$ cat config.mk
export PLATFORM = sky130hd
export DESIGN_NAME = div_seq_ctrl
export DESIGN_NICKNAME = d
export VERILOG_FILES = /design/src/rtl/div_seq_ctrl.sv
export SDC_FILE = /design/constraint.sdc
export NUM_CORES = 1
export LEC_CHECK = 0
export BUFFER_PORTS_ARGS = -buffer_cell sky130_fd_sc_hd__clkbuf_2
export CAP_MARGIN = 0
export CELL_PAD_IN_SITES_DETAIL_PLACEMENT = 1
export CELL_PAD_IN_SITES_GLOBAL_PLACEMENT = 1
export CORE_MARGIN = 8
export CORE_UTILIZATION = 32
export CTS_CLUSTER_SIZE = 24
export DETAILED_ROUTE_END_ITERATION = 10
export PLACE_DENSITY_LB_ADDON = 0.1
export SETUP_SLACK_MARGIN = 0.05
export SYNTH_ARGS = -nofsm -noshare
export SYNTH_HDL_FRONTEND = slang
export SYNTH_SLANG_ARGS = --single-unit
$ cat constraint.sdc
create_clock -name clk -period 3.57 [get_ports clk]
set_input_delay 0.1785 -clock clk [delete_from_list [all_inputs] [get_ports clk]]
set_output_delay 0.1785 -clock clk [all_outputs]
set_load 0.02 [all_outputs]
$ cat src/rtl/div_seq_ctrl.sv
// div_seq_ctrl: sequencer between the EX-stage ALU and a multi-cycle divider core.
// Latches the operands once, drives start/cancel/signed to the core, stalls the
// pipeline while the core works and issues exactly one HI/LO write per divide.
// A watchdog aborts a core that never answers and raises a sticky timeout flag.
//
// Optional feature macro: DIV_ZERO_BYPASS_EN
//   When defined, a divide by zero skips the core and goes straight to DONE
//   with {HI, LO} = {dividend, all-ones}. When undefined, the core handles it.
//
// Core handshake: div_start is a level held high for the whole of BUSY and is
// dropped in the same cycle div_cancel pulses. The core result is accepted in
// the first BUSY cycle where div_ready is high. div_cancel is a single-cycle
// abort that is only ever raised from BUSY.
module div_seq_ctrl #(
    parameter int WIDTH      = 32,
    parameter int MAX_CYCLES = 40
) (
    input  logic                 clk,
    input  logic                 rst,
    input  logic                 div_req,
    input  logic                 div_signed_i,
    input  logic [WIDTH-1:0]     a,
    input  logic [WIDTH-1:0]     b,
    input  logic                 flush,
    input  logic                 hold,
    input  logic                 div_ready,
    input  logic [2*WIDTH-1:0]   div_result,
    output logic                 div_start,
    output logic                 div_cancel,
    output logic                 div_signed_o,
    output logic [WIDTH-1:0]     div_opa,
    output logic [WIDTH-1:0]     div_opb,
    output logic                 div_stall,
    output logic                 hilo_we,
    output logic [2*WIDTH-1:0]   hilo_wdata,
    output logic                 timeout,
    output logic [1:0]           dbg_state_o
);

    localparam int CW = $clog2(MAX_CYCLES + 1);
    localparam logic [CW-1:0] CNT_LAST = CW'(MAX_CYCLES - 1);

    typedef enum logic [1:0] {
        S_IDLE = 2'd0,
        S_BUSY = 2'd1,
        S_DONE = 2'd2
    } state_t;

    state_t               state_q, state_d;
    logic [CW-1:0]        cnt_q, cnt_d;
    logic [WIDTH-1:0]     opa_q, opa_d;
    logic [WIDTH-1:0]     opb_q, opb_d;
    logic                 sgn_q, sgn_d;
    logic [2*WIDTH-1:0]   wdata_q, wdata_d;
    logic                 timeout_q, timeout_d;

    logic                 start_c;
    logic                 cancel_c;
    logic                 stall_c;
    logic                 we_c;

    // State and datapath registers; reset clears everything without a cancel pulse.
    always_ff @(posedge clk or posedge rst) begin
        if (rst) begin
            state_q   <= S_IDLE;
            cnt_q     <= '0;
            opa_q     <= '0;
            opb_q     <= '0;
            sgn_q     <= 1'b0;
            wdata_q   <= '0;
            timeout_q <= 1'b0;
        end else begin
            state_q   <= state_d;
            cnt_q     <= cnt_d;
            opa_q     <= opa_d;
            opb_q     <= opb_d;
            sgn_q     <= sgn_d;
            wdata_q   <= wdata_d;
            timeout_q <= timeout_d;
        end
    end

    // Next-state and handshake decode; in BUSY flush beats ready beats watchdog.
    always_comb begin
        state_d   = state_q;
        cnt_d     = cnt_q;
        opa_d     = opa_q;
        opb_d     = opb_q;
        sgn_d     = sgn_q;
        wdata_d   = wdata_q;
        timeout_d = timeout_q;
        start_c   = 1'b0;
        cancel_c  = 1'b0;
        stall_c   = 1'b0;
        we_c      = 1'b0;

        case (state_q)
            S_IDLE: begin
                if (div_req && !flush) begin
                    // Stall immediately so EX does not advance past the divide.
                    stall_c = 1'b1;
                    opa_d   = a;
                    opb_d   = b;
                    sgn_d   = div_signed_i;
                    cnt_d   = '0;
                    state_d = S_BUSY;
`ifdef DIV_ZERO_BYPASS_EN
                    if (b == '0) begin
                        wdata_d = {a, {WIDTH{1'b1}}};
                        state_d = S_DONE;
                    end
`endif
                end
            end

            S_BUSY: begin
                stall_c = 1'b1;
                start_c = 1'b1;
                if (flush) begin
                    cancel_c = 1'b1;
                    start_c  = 1'b0;
                    state_d  = S_IDLE;
                end else if (div_ready) begin
                    wdata_d = div_result;
                    state_d = S_DONE;
                end else if (cnt_q == CNT_LAST) begin
                    cancel_c  = 1'b1;
                    start_c   = 1'b0;
                    timeout_d = 1'b1;
                    state_d   = S_IDLE;
                end else begin
                    cnt_d = cnt_q + CW'(1);
                end
            end

            S_DONE: begin
                // Leave only when EX advances, so the same instruction cannot re-trigger.
                if (flush) begin
                    state_d = S_IDLE;
                end else if (!hold) begin
                    we_c    = 1'b1;
                    state_d = S_IDLE;
                end
            end

            default: begin
                state_d = S_IDLE;
            end
        endcase
    end

    assign div_start    = start_c;
    assign div_cancel   = cancel_c;
    assign div_stall    = stall_c & ~rst;
    assign hilo_we      = we_c;
    assign div_signed_o = sgn_q;
    assign div_opa      = opa_q;
    assign div_opb      = opb_q;
    assign hilo_wdata   = wdata_q;
    assign timeout      = timeout_q;
    assign dbg_state_o  = state_q;

endmodule

; ---- Yosys cells after proc, flatten, opt, wreduce, memory -nomap -nowiden
; Index checks and enable logic that the tools add are counted.
[classes]
mux = 25
eq_ne = 9
n_reduce_logical = 9
bitwise_logic = 4
n_addsub = 1
[op_table]
columns = op, n
row1 = 6-bit 2-to-1 mux, 4
row2 = 1-bit 2-to-1 mux, 12
row3 = 2-bit 2-to-1 mux, 6
row4 = 6-bit one-hot mux with 2 select lines, 1
row5 = 2-bit != test (second input constant), 4
row6 = 6-bit by 1-bit adder with 6-bit output (second input constant), 1
row7 = 6-bit == test (second input constant), 1
row8 = 2-bit one-hot mux with 3 select lines, 1
row9 = 3-bit AND reduction, 2
row10 = 5-bit AND reduction, 1
row11 = 4-bit != test (second input constant), 1
row12 = 4-bit AND reduction, 1
row13 = 3-bit != test (second input constant), 1
row14 = 1-bit inverter, 3
row15 = 2-bit by 1-bit == test with 1-bit output (second input constant), 1
row16 = 2-bit == test (second input constant), 1
row17 = 2-bit zero test, 1
row18 = 1-bit one-hot mux with 2 select lines, 1
row19 = 2-bit AND reduction, 1
row20 = 2-bit nonzero test, 1
row21 = 1-bit bitwise AND, 1
row22 = 1-bit logical AND, 1
row23 = 1-bit zero test, 1
[totals]
ff_bits = 138
input_bits = 135
elab_cells = 55

; ---- Longest topological paths before layout
; Gate-level depths: netlist of the first run.
[logic_depth]
depth_word = 5
ltp_mapped = 6

; ---- Worst setup path after synthesis of the first run
; Ideal clock, no wire load.
[synth_timing]
kind = register to register
startpoint = register state_q[0], in the netlist dbg_state_o[0]
endpoint = register opa_q[0], in the netlist div_opa[0]
setup_ns = 0.125
t_arrival_ns = 1.632
required_time_ns = 3.445
n_path_buf = 2
slack_ns = 1.813
synth_period_minus_slack_ns = 1.757
stages_incl_launch_ff = 5
cell_sequence = dfrtp_1 -> nor4b_1 -> buf_2 -> buf_6 -> mux2_2
[synth_between]
elab_chain_cells = 2
[synth_lines]
columns = element, line
row1 = "start, declared", 49  ; state_t state_q, state_d;
row2 = "start signal, assigned", 73  ; state_q <= state_d;
row3 = 2-bit zero test, 97  ; case (state_q)
row4 = 2-bit AND reduction (no line), n/a
row5 = "end signal, assigned", 75  ; opa_q <= opa_d;
row6 = "end, declared", 51  ; logic [WIDTH-1:0] opa_q, opa_d;
; Every way passes these cells.
; A chain may end at the register's enable or synchronous reset.

; ---- Worst setup path in the final report of the first run
[layout_timing]
startpoint = register state_q[1], in the netlist dbg_state_o[1]
endpoint = register wdata_q[38], in the netlist hilo_wdata[38]
[layout_between]
elab_chain_cells = 2
[layout_lines]
columns = element, line
row1 = 2-bit by 1-bit == test with 1-bit output, 97
row2 = 3-bit AND reduction (no line), n/a
row3 = "end signal, assigned", 78  ; wdata_q <= wdata_d;
row4 = "end, declared", 54  ; logic [2*WIDTH-1:0] wdata_q, wdata_d;
; Every way passes these cells.

==> run_results.csv, run 1 <==
group,metric,value,unit
status,run_status,"completed",
worst_setup_path,crit_path_top_delay_cell,"and3_2",
global_route,antenna_found_initial,2,
worst_setup_path,worstPathRequired,3.86,ns
worst_setup_path,cp_top_family,"simple AND/OR/NAND/NOR gates",
hold_path,hp-class,"in -> reg",
route,drtIter0Drc,118,
power,powerDensity,643,nW/um2
sta,setup_ws,1.24,ns
clocking,cts_resized,0,
route,routed_wirelength,17.9,mm
worst_setup_path,cp_num_buf_inv,1,
route,viasPerCell,4.45,
cells_and_area,final_cell_mix,"clkbuf_2 (270), dfrtp_1 (138), dlygate4sd3_1 (126)",
power,p_total,5.67,mW
clocking,cts_tree,"built",
route,final_antenna_net_count,0,
synth,syn_area_per_cell,16.3,um2
power,clkPwrFrac,33.8,%
synth,syn_area,5340,um2
hold_path,min_to,"hilo_wdata[26]$_DFFE_PP0N_",
route,first_pass_iters,4,
sta,slew_viol_final,0,
worst_setup_path,r2r_cells,4,
clocking,cts_max_level,4,
sta,clock_skew,0.00780,ns
power,p_seq_share,38.2,%
clocking,cts.sinks,138,
global_route,grt_max_degree,66,
worst_setup_path,arrival,2.62,ns
synth,synthCells,328,
synth,synth_seq_cells,138,
worst_setup_path,cp_cell_sequence,"and2b_1 > and3_2 > buf_4 > mux2_1",
power,power.leakage,4.30,nW
cells_and_area,nets,870,
synth,synth_edf_count,0,
sta,relSlewSlack,41.7,%
synth,netlist.area_leader.share,64.6,%
synth,synth_flop_cell,"dfrtp_1",
clocking,path_clk_slew,0.06,ns
power,p_int,3.87,mW
sta,hold_viol_final,0,
cells_and_area,final_util,53.6,%
floorplanning,placementRows,47,
worst_setup_path,r2r-start,"dbg_state_o[1]$_DFFE_PP0P_",
synth,synth_top_cell_by_area,"dfrtp_1",
clocking,clock-root-buffer,"clkbuf_16",
sta,worst_pin_slew,0.874,ns
place,hpwl,12.2,mm
power,p_comb_share,28.0,%
cells_and_area,drive_gt1_share,51.3,%
floorplanning,initial_core_util,32.4,%
worst_setup_path,r2r_end,"hilo_wdata[38]$_DFFE_PP0N_",
route,wire_per_inst,18.5,um
worst_setup_path,path_max_fanout,29,
global_route,grt_pass1_vias,5122,
hold_path,hp-start,"div_result[26]",
power,p_switching,1.80,mW
power,power_switching_share,31.8,%
cells_and_area,final_common_cell,"clkbuf_2",
worst_setup_path,cp-start-kind,"flop",
place,place_ws,1.24,ns
worst_setup_path,worstSetupPathType,"reg -> reg",
clocking,cts_buffers,17,
synth,synth_area_leaders,"dfrtp_1 (65%), mux2_2 (15%), mux2_1 (13%), buf_6 (2.5%), a31oi_1 (0.35%)",
synth,ys_seq_area_share,64.6,%
floorplanning,dieWidth,145,um
place,place_congestion,0.759,
cells_and_area,area_growth,65.2,%
place,io_buffers,270,
sta,rsz0062_at_grt,"false",
clocking,clk_latency,0.41,ns
synth,syn-num-nets,464,
hold_path,hold_path_depth,2,
worst_setup_path,crit_path_max_incr_delay,0.71,ns
worst_setup_path,endpoint_kind,"flop",
route,vias,4312,
global_route,grtUsageTotal,17.2,%
sta,max_freq,429,MHz
synth,async_flop_share,100,%
global_route,grt_pass1_wl,28.8,mm
clocking,ctsLongestPathBuffers,2,
synth,yosysUniqueCellTypes,29,
synth,yosys_warnings,0,
sta,min_period_over_period,65.4,%
sta,setup_violations,0,
route,route.detailed.drc,0,
floorplanning,ios,271,
floorplanning,coreArea,16500,um2
worst_setup_path,r2r_setup_slack,1.24,ns
sta,fin_crit,2.33,ns
global_route,gr-total-overflow,0,
power,vdd_drop_max,0.000321,V
run,maxCapViolCount,0,
clocking,postCtsSetupBuffers,0,
floorplanning,die_area,21100,um2
floorplanning,fp.dieH,145,um
sta,tns,0,ns
-- synthesized netlist by cell type (all sizes together), types with 2 or more instances --
library cell  count
o21ai             3
nand3             3
nor2              5
a21oi             3
nand2             4
mux2            129
nor4b             2
inv               4
and3              3
dfrtp           138
a31oi             3
buf              14
nor3              3
o21a              2
-- layout make-up --
type	instances	area, um2
diodes	2	5.00
flip-flops and latches	138	3450
clock buffers	22	494
repair buffers	402	2680
fillers	1717	7640
multi-input cells	171	1730
well taps	220	275
clock inverters	10	161
inverters	4	18.8
-- logic make-up after synthesis --
family,after synthesis,share of synthesized area [%]
muxes,130,27.4
DFF,138,64.6
buffers and inverters,19,3.07
and+or+nand+nor,24,2.51
adders and majority gates,1,0.234
AOI/OAI and AO/OA,16,2.18
-- sequential cells by signal, indices dropped and copies added (netlist names) --
register and flops:
dbg_state_o 2, hilo_wdata 64, cnt_q 6, div_signed_o 1
timeout 1, div_opa 32, div_opb 32
-- power by group through the flow --
| stage | registers (mW) | logic [mW] | clock network (mW) |
|---|---|---|---|
| final | 2.17 | 1.59 | 1.92 |
| after global routing | 2.22 | 1.70 | 2.03 |
| after CTS | 2.16 | 1.61 | 1.97 |
| after detailed placement | 2.18 | 1.49 | 0 |
| after global placement | 2.16 | 1.46 | 0 |
| after floorplan | 2.64 | 0.382 | 0 |
-- worst max path at each step --
stage,slack [ns],startpoint,cells after the start,endpoint
floorplan,1.67,rst,1,cnt_q[0]$_DFFE_PP0P_
global placement,1.32,dbg_state_o[1]$_DFFE_PP0P_,4,hilo_wdata[43]$_DFFE_PP0N_
detailed placement,1.24,dbg_state_o[1]$_DFFE_PP0P_,4,hilo_wdata[26]$_DFFE_PP0N_
CTS,1.20,dbg_state_o[1]$_DFFE_PP0P_,4,hilo_wdata[26]$_DFFE_PP0N_
global route,1.09,dbg_state_o[0]$_DFFE_PP0P_,4,hilo_wdata[28]$_DFFE_PP0N_
finish,1.24,dbg_state_o[1]$_DFFE_PP0P_,4,hilo_wdata[38]$_DFFE_PP0N_
-- through the flow --
| stage | cell area, um2 | hold WS (ns) | cells |
|---|---|---|---|
| after floorplan | 5350 | 0.313 | 328 |
| after global placement | 6900 | 0.210 | 809 |
| after detailed placement | 6900 | 0.215 | 809 |
| after CTS | 8820 | 0.00573 | 967 |
| after global routing | 8820 | 0.0108 | 969 |
| final | 8820 | 0.0166 | 969 |
-- routing by layer --
layer  vias up  share of wire [%]  track usage, %
li1       1989                  -               -
met1      2127                 40            19.2
met2       172                 51            30.1
met3        24                6.4            5.60
met4         0                2.0            6.66
met5         -                  0               0
-- timing repair --
item | 4_1_cts | 5_1_grt
endpoints found under the setup margin | 0 | 0
hold endpoints to repair | 139 | 0
hold buffers | 126 | 0
No activity file was read; power rests on OpenSTA's default activity.
==> inputs of run 2 (changes only) <==
--- a/config.mk
+++ b/config.mk
@@ -10,7 +10,7 @@
 export CELL_PAD_IN_SITES_DETAIL_PLACEMENT = 1
 export CELL_PAD_IN_SITES_GLOBAL_PLACEMENT = 1
 export CORE_MARGIN = 8
-export CORE_UTILIZATION = 32
+export CORE_UTILIZATION = 35
 export CTS_CLUSTER_SIZE = 24
 export DETAILED_ROUTE_END_ITERATION = 10
 export PLACE_DENSITY_LB_ADDON = 0.1
==> constraint.sdc (replaced) <==
create_clock -name clk -period 2.3 [get_ports clk]
set_input_delay 0.115 -clock clk [delete_from_list [all_inputs] [get_ports clk]]
set_output_delay 0.115 -clock clk [all_outputs]
set_load 0.02 [all_outputs]
==> run_results.csv, run 2 (same netlist as run 1, synthesis figures left out) <==
group,metric,value,unit
place,io_buffers,270,
cells_and_area,final_cell_mix,"clkbuf_2 (270), dfrtp_1 (138), dlygate4sd3_1 (131)",
sta,min_period_over_period,85.5,%
sta,setup_violations,0,
clocking,cts_max_level,4,
route,viasPerCell,4.61,
global_route,grt_pass1_wl,29.4,mm
cells_and_area,largest_reg_flops,64,
hold_path,hp-start,"div_ready",
worst_setup_path,endpoint_kind,"output pin",
run,maxCapViolCount,0,
cells_and_area,design_area,8760,um2
floorplanning,fp.dieH,140,um
worst_setup_path,cp_num_buf_inv,1,
worst_setup_path,cp-start-kind,"flop",
place,place_congestion,0.776,
sta,worst_pin_slew,0.693,ns
status,run_status,"completed",
worst_setup_path,arrival,1.85,ns
place,hpwl,12.1,mm
clocking,clock-root-buffer,"clkbuf_16",
route,route.detailed.drc,0,
route,wire_per_inst,19.7,um
clocking,cts_tree,"built",
floorplanning,die_area,19500,um2
cells_and_area,final_common_cell,"clkbuf_2",
sta,tns,0,ns
global_route,grtUsageTotal,19.5,%
place,place_area,6890,um2
worst_setup_path,worstPathRequired,2.18,ns
sta,slew_viol_final,0,
worst_setup_path,r2r-start,"dbg_state_o[1]$_DFFE_PP0P_",
sta,relSlewSlack,53.7,%
cells_and_area,fillCellCount,1552,
worst_setup_path,path_max_fanout,6,
floorplanning,initial_core_util,35.5,%
sta,fin_crit,1.97,ns
clocking,ctsLongestPathBuffers,2,
sta,rsz0062_at_grt,"false",
floorplanning,dieWidth,140,um
clocking,cts.sinks,138,
worst_setup_path,crit_path_top_delay_cell,"dfrtp_1",
global_route,antenna_found_initial,2,
sta,hold_viol_final,0,
cells_and_area,multi_input_area,1740,um2
route,first_pass_iters,4,
sta,clock_skew,0.0113,ns
clocking,cts_buffers,17,
worst_setup_path,cp_top_family,"simple AND/OR/NAND/NOR gates",
floorplanning,ios,271,
global_route,gr-total-overflow,0,
cells_and_area,drive_gt1_share,50.6,%
worst_setup_path,crit_path_max_incr_delay,0.43,ns
route,final_antenna_net_count,0,
power,p_total,8.42,mW
clocking,clk_latency,0.42,ns
hold_path,hp-class,"in -> reg",
floorplanning,placementRows,45,
sta,holdWs,0.0426,ns
worst_setup_path,critPathLaunch,"cnt_q[3]$_DFFE_PP0P_",
global_route,grt_pass1_vias,5061,
sta,max_freq,508,MHz
route,vias,4342,
cells_and_area,final-seq-area,3450,um2
route,routed_wirelength,18.6,mm
power,powerDensity,962,nW/um2
global_route,grt_max_degree,75,
power,power.leakage,4.28,nW
clocking,postCtsSetupBuffers,0,
cells_and_area,area_growth,63.9,%
power,vdd_drop_max,0.000539,V
worst_setup_path,cp_cell_sequence,"nor3b_2 > nand3_1 > nor2_1 > o21a_1 > clkbuf_2",
worst_setup_path,worstSetupPathType,"reg -> out",
cells_and_area,nets,875,
route,drtIter0Drc,83,
clocking,path_clk_slew,0.06,ns
floorplanning,coreArea,15000,um2
==> run 2: cell types whose count changed in the layout (fill, tap and decap cells not counted), moves of 2 or more <==
cell	change
clkbuf_1	+3
buf_4	-2
buf_12	+2
dlygate4sd3_1	+5
clkinv_2	+3
bufinv_16	-3
clkbuf_8	-2
==> run 2: layer usage <==
metal  vias up  routed length (um)  global-route usage, %
met5         -                   0                      0
met4         0                 360                   7.94
met3        27                1250                   6.67
met2       164                9940                   34.8
met1      2160                7020                   20.6
li1       1991                   -                      -
==> run 2: worst paths after layout <==
kind                            slack, ns  cells past startpoint                    endpoint
worst max-delay path                 0.33                      5                  div_cancel
worst min register to register       0.48                      1         timeout$_DFFE_PP0P_
worst min-delay path                 0.04                      3  dbg_state_o[1]$_DFFE_PP0P_
worst max register to register       0.44                      4  hilo_wdata[44]$_DFFE_PP0N_
max in group asynchronous            1.44                      4     div_opa[31]$_DFFE_PP0P_
min in group asynchronous            0.20                      3     div_opa[11]$_DFFE_PP0P_
==> run 2: worst reg2reg max path, cell delays in order (launching register included) <==
cell and delay [ns]:
dfrtp_1 0.46, and2b_1 0.32, and3_2 0.26, buf_12 0.26, mux2_1 0.43
==> run 2: timing repair <==
item / 4_1_cts / 5_1_grt
gates resized for setup: 0 / 1
hold buffers: 131 / 0
endpoints found under the setup margin: 0 / 1
hold endpoints to repair: 197 / 0
==> run 2: where the power goes <==
part / switching (mW) / internal [mW]
sequential: 0.326 / 3.03
clock: 1.01 / 1.56
combinational: 1.48 / 1.03
total: 2.81 / 5.62
==> run 2: final cells by class <==
type | instances | share of cell area (%)
Antenna cell | 2 | 0.0572
Clock buffer | 23 | 5.46
Clock inverter | 8 | 0.800
Inverter | 4 | 0.214
Multi-Input combinational cell | 171 | 19.8
Sequential cell | 138 | 39.4
Tap cell | 188 | 2.69
Timing Repair Buffer | 407 | 31.5
==> run 2: metrics by stage <==
| step | worst slack [ns] | instances | util, % |
|---|---|---|---|
| floorplan | 0.464 | 328 | - |
| global placement | 0.530 | 777 | 45.8 |
| detailed placement | 0.471 | 777 | 45.8 |
| CTS | 0.166 | 939 | 58.2 |
| global route | 0.176 | 941 | 58.2 |
| finish | 0.333 | 941 | 58.2 |
